**config.mk**
```make
export PLATFORM = sky130hd
export DESIGN_NAME = bus_arbiter
export DESIGN_NICKNAME = d
export VERILOG_FILES = /design/src/rtl/bus_arbiter.sv
export SDC_FILE = /design/constraint.sdc
export NUM_CORES = 1
export LEC_CHECK = 0
export CAP_MARGIN = 20
export CORE_MARGIN = 2
export CORE_UTILIZATION = 58
export CTS_CLUSTER_DIAMETER = 50
export DETAILED_ROUTE_END_ITERATION = 7
export PLACE_DENSITY = 0.81
export REMOVE_ABC_BUFFERS = 1
export SETUP_SLACK_MARGIN = 0.4
export SYNTH_ARGS = -nofsm -noshare
export SYNTH_HDL_FRONTEND = slang
export SYNTH_SLANG_ARGS = --single-unit
```
**constraint.sdc**
```tcl
create_clock -name clk -period 3.22 [get_ports clk]
set_input_delay 0.966 -clock clk [delete_from_list [all_inputs] [get_ports clk]]
set_output_delay 0.966 -clock clk [all_outputs]
set_load 0.005 [all_outputs]
```
**src/rtl/bus_arbiter.sv**
```systemverilog
// Round-robin arbiter granting a shared bus to one of four active-low requesters.
// Latency: grant registered one edge after request; one dead cycle between owners.
// Backpressure: owner holds until it drops req_ or is preempted after MAX_HOLD cycles.
module bus_arbiter #(
    parameter int MAX_HOLD = 16
) (
    input  logic       clk,
    input  logic       reset_,
    input  logic [3:0] m_req_,
    output logic [3:0] m_grnt_,
    output logic [1:0] owner,
    output logic       bus_busy
);

    typedef enum logic [1:0] {
        IDLE    = 2'd0,
        OWN     = 2'd1,
        RELEASE = 2'd2
    } state_t;

    localparam logic [7:0] HOLD_LIM = (MAX_HOLD == 0) ? 8'd0 : 8'(MAX_HOLD - 1);

    state_t     state_q, state_d;
    logic [1:0] ptr_q, ptr_d;
    logic [1:0] owner_q, owner_d;
    logic [7:0] hold_cnt_q, hold_cnt_d;
    logic [3:0] grnt_q, grnt_d;

    logic       found;
    logic [1:0] win;
    logic [1:0] idx;
    logic       others_req;
    logic       own_drop;
    logic       preempt;

    // Scan from the highest offset down so the nearest requester after ptr wins.
    always_comb begin
        found = 1'b0;
        win   = ptr_q;
        idx   = ptr_q;
        for (int k = 3; k >= 0; k--) begin
            idx = ptr_q + 2'(k);
            if (!m_req_[idx]) begin
                found = 1'b1;
                win   = idx;
            end
        end
    end

    always_comb begin
        others_req = |(~m_req_ & ~(4'b0001 << owner_q));
        own_drop   = m_req_[owner_q];
        preempt    = (MAX_HOLD != 0) && (hold_cnt_q >= HOLD_LIM) && others_req;
    end

    always_comb begin
        state_d    = state_q;
        ptr_d      = ptr_q;
        owner_d    = owner_q;
        hold_cnt_d = hold_cnt_q;
        grnt_d     = grnt_q;
        case (state_q)
            IDLE, RELEASE: begin
                if (found) begin
                    state_d    = OWN;
                    owner_d    = win;
                    grnt_d     = ~(4'b0001 << win);
                    hold_cnt_d = 8'd0;
                end else begin
                    state_d = IDLE;
                    grnt_d  = 4'b1111;
                end
            end
            OWN: begin
                if (own_drop || preempt) begin
                    state_d = RELEASE;
                    grnt_d  = 4'b1111;
                    ptr_d   = owner_q + 2'd1;
                end else if (hold_cnt_q != 8'hff) begin
                    hold_cnt_d = hold_cnt_q + 8'd1;
                end
            end
            default: begin
                state_d = IDLE;
                grnt_d  = 4'b1111;
            end
        endcase
    end

    always_ff @(posedge clk or negedge reset_) begin
        if (!reset_) begin
            state_q    <= IDLE;
            ptr_q      <= 2'd0;
            owner_q    <= 2'd0;
            hold_cnt_q <= 8'd0;
            grnt_q     <= 4'b1111;
        end else begin
            state_q    <= state_d;
            ptr_q      <= ptr_d;
            owner_q    <= owner_d;
            hold_cnt_q <= hold_cnt_d;
            grnt_q     <= grnt_d;
        end
    end

    assign m_grnt_  = grnt_q;
    assign owner    = owner_q;
    assign bus_busy = (state_q == OWN);

endmodule

```
==> metrics.cfg <==
[run_status]
outcome=finished clean

[synthesis]
yosysTopAreaCell=dfrtp_1
synth.area.top_cells=dfrtp_1 (32%), dfstp_2 (9.7%), ha_1 (5.8%)
ys_ff_latch=18
synth_top_area_share_pct=32.3
async_flop_share_pct=100
ys_seq_area_share_pct=42.0
syn-cell-area_mm2=0.00108
syn_inst=108
synth-edff-count=0
ys_warn_count=0
ys_types=40
avgSynthCellArea_um2=10.0
synth_flop_cell=dfrtp_1

[clock_network]
cts_tree=yes
cts_buffer_depth=2
cts_resized=0
holdBufCountCts=0
clock_latency_ns=0.29
clockRootBuffer=clkbuf_4
cts_buffers=3
path_clk_slew_ns=0.10
clkSinkCount=18
h-tree-depth=1
post_cts_buffers=0

[sta]
holdWs_ns=0.513
rsz0062_at_grt=false
layout_min_cycle_time_ns=2.71
finalSetupViolCount=0
worst_pin_slew_ns=0.821
skew_ns=0.00230
fin_ws_ns=0.508
tns_ns=0
finalCritPeriodShare_pct=84.2
final-hold-violation-count=0
slew_violations=0
max_freq_mhz=369
relSlewSlack_pct=45.1

[worst_setup_path]
crit_required_ns=3.43
worst-path-max-fanout=9
worstSetupPathType=primary input to flip-flop
slowest_delay_ns=0.63
timing.rr.start=hold_cnt_q[4]
cp-endpoint=hold_cnt_q[3]
crit_slowest_cell=clkdlybuf4s50_1
critPathBufInv=1
cp_data_arrival_time_ns=2.92
regToRegEndpoint=hold_cnt_q[3]
r2r_slack_ns=1.01
worst_path_dominant_cell_family=simple AND/OR/NAND/NOR gates
worstPathCellList=clkdlybuf4s50_1, o22ai_1, o22ai_4, nand3_4, or4_1, a21oi_1
cp-start-kind=primary input
worst-path-stages=6
worst_setup_path_end_kind=flip-flop
reg2reg_depth=5
cp-startpoint=m_req_[1]

[grt]
grt_pass1_vias=864
met1_usage_pct=33.8
antenna_found_initial=0
grt_use_met2_pct=44.1
grt_max_degree=19
track_usage_pct=26.1
overflow=0
grt_pass1_wl_um=4020
grt_most_used_layer=met2
grt_use_met3_pct=2.69

[place]
portBuffers=12
dp.cells=143
gp_congestion=0.852
post-place-ws_ns=0.232
place_hpwl_um=1810

[run]
maxCapViolCount=0

[power_and_ir_drop]
p_per_area_mw_per_mm2=779
ir_drop_mv=0.580
power_leakage_uw=0.000500

[routing]
num_vias=928
drc_errors=0
drt_wl_total_um=2420
dr.pass1.iters=4
drt_first_iter_violations=28
vias_per_cell=6.31
routedWlPerCell_um=16.4
postRouteAntennaNets=0

[min_path]
min_from=m_grnt_[0]
hold_path_class=flip-flop to flip-flop

[floorplanning]
rows=15
ios=13
core_area_mm2=0.00175
die_w_um=47.2
die_h_um=47.2
fp.dieArea_mm2=0.00223
start_util_pct=62.1

[cells_and_area]
drive_above_1_share_pct=16.4
fin_nets=134
num_antenna_cells=0
area_growth_pct=16.6
final_cells=147

## metrics by stage
step	total power [µW]	cell area (µm²)	utilization, %
5_1_grt	1060	1260	72.4
6_report	984	1260	72.4
3_5_place_dp	847	1230	70.3
4_1_cts	990	1260	72.4
3_3_place_gp	834	1230	70.3
2_1_floorplan	665	1080	-
## Yosys cell counts, types with 2 or more instances
cell type,number
dfstp_2,4
ha_1,5
a21oi_1,8
dfrtp_1,14
o21ai_0,8
nand2_1,9
o22a_2,2
nand2b_1,4
mux2i_1,4
o31ai_1,3
nor3_1,2
inv_1,2
o211ai_1,2
nand3_1,3
o22ai_1,2
nand4_1,2
nor2_1,5
mux2_2,2
a22o_1,2
and3_2,2
o21a_1,2
or4_1,3
## final cells by class
type | count | area [µm²]
multi-input combinational | 85 | 609
fill | 135 | 482
sequential | 18 | 455
timing repair buffer | 12 | 120
clock buffer | 4 | 36.3
tap | 25 | 31.3
inverter | 3 | 11.3
## where the power goes
group | switching [µW] | internal [µW]
Sequential | 84.1 | 310
Clock | 68.2 | 68.8
Combinational | 235 | 218
## metal layers
layer	share of wire (%)	vias up
met1	43	464
met2	54	23
met4	0.17	0
li1	-	439
met5	0	-
met3	3.1	2
## logic make-up after synthesis
kind of cell | Yosys count | share of synthesized area, %
and+or+nand+nor | 39 | 21.5
DFF | 18 | 42.0
buffers and inverters | 5 | 1.73
AOI/OAI and AO/OA | 35 | 23.2
muxes | 6 | 5.77
adders and majority gates | 5 | 5.77
## registers in the layout, indices dropped and copies added, names as in the netlist
name and count:
hold_cnt_q 8, m_grnt_ 4, owner 2, ptr_q 2, state_q 2
## placed cells by master (no fill, tap or decap), types with 2 or more instances in the layout
cell	netlist	final
dfrtp_1	14	14
mux2_2	2	2
a22o_1	2	2
nand2b_1	4	4
clkdlybuf4s50_1	0	12
o21a_1	2	2
a21oi_1	8	8
nand3_1	3	3
o22a_2	2	2
or4_1	3	3
o31ai_1	3	3
ha_1	5	5
o21ai_0	8	8
o22ai_1	2	2
mux2i_1	4	4
and3_2	2	2
nand4_1	2	2
nor2_1	5	5
nor3_1	2	2
nand2_1	9	9
inv_1	2	2
clkbuf_4	0	3
o211ai_1	2	2
dfstp_2	4	4
## worst min path at each step
stage                  to  cells past startpoint
3_3_place_gp   m_grnt_[2]                      2
4_1_cts        m_grnt_[0]                      2
5_1_grt        m_grnt_[0]                      2
3_5_place_dp   m_grnt_[0]                      2
2_1_floorplan  m_grnt_[0]                      2
6_report       m_grnt_[0]                      2
## tightest hold or removal path, stage by stage (launching register included)
cell and delay [ns]:
dfstp_2 0.38, nor2_1 0.09, a21oi_1 0.05
(Power assumes the default switching activity.)
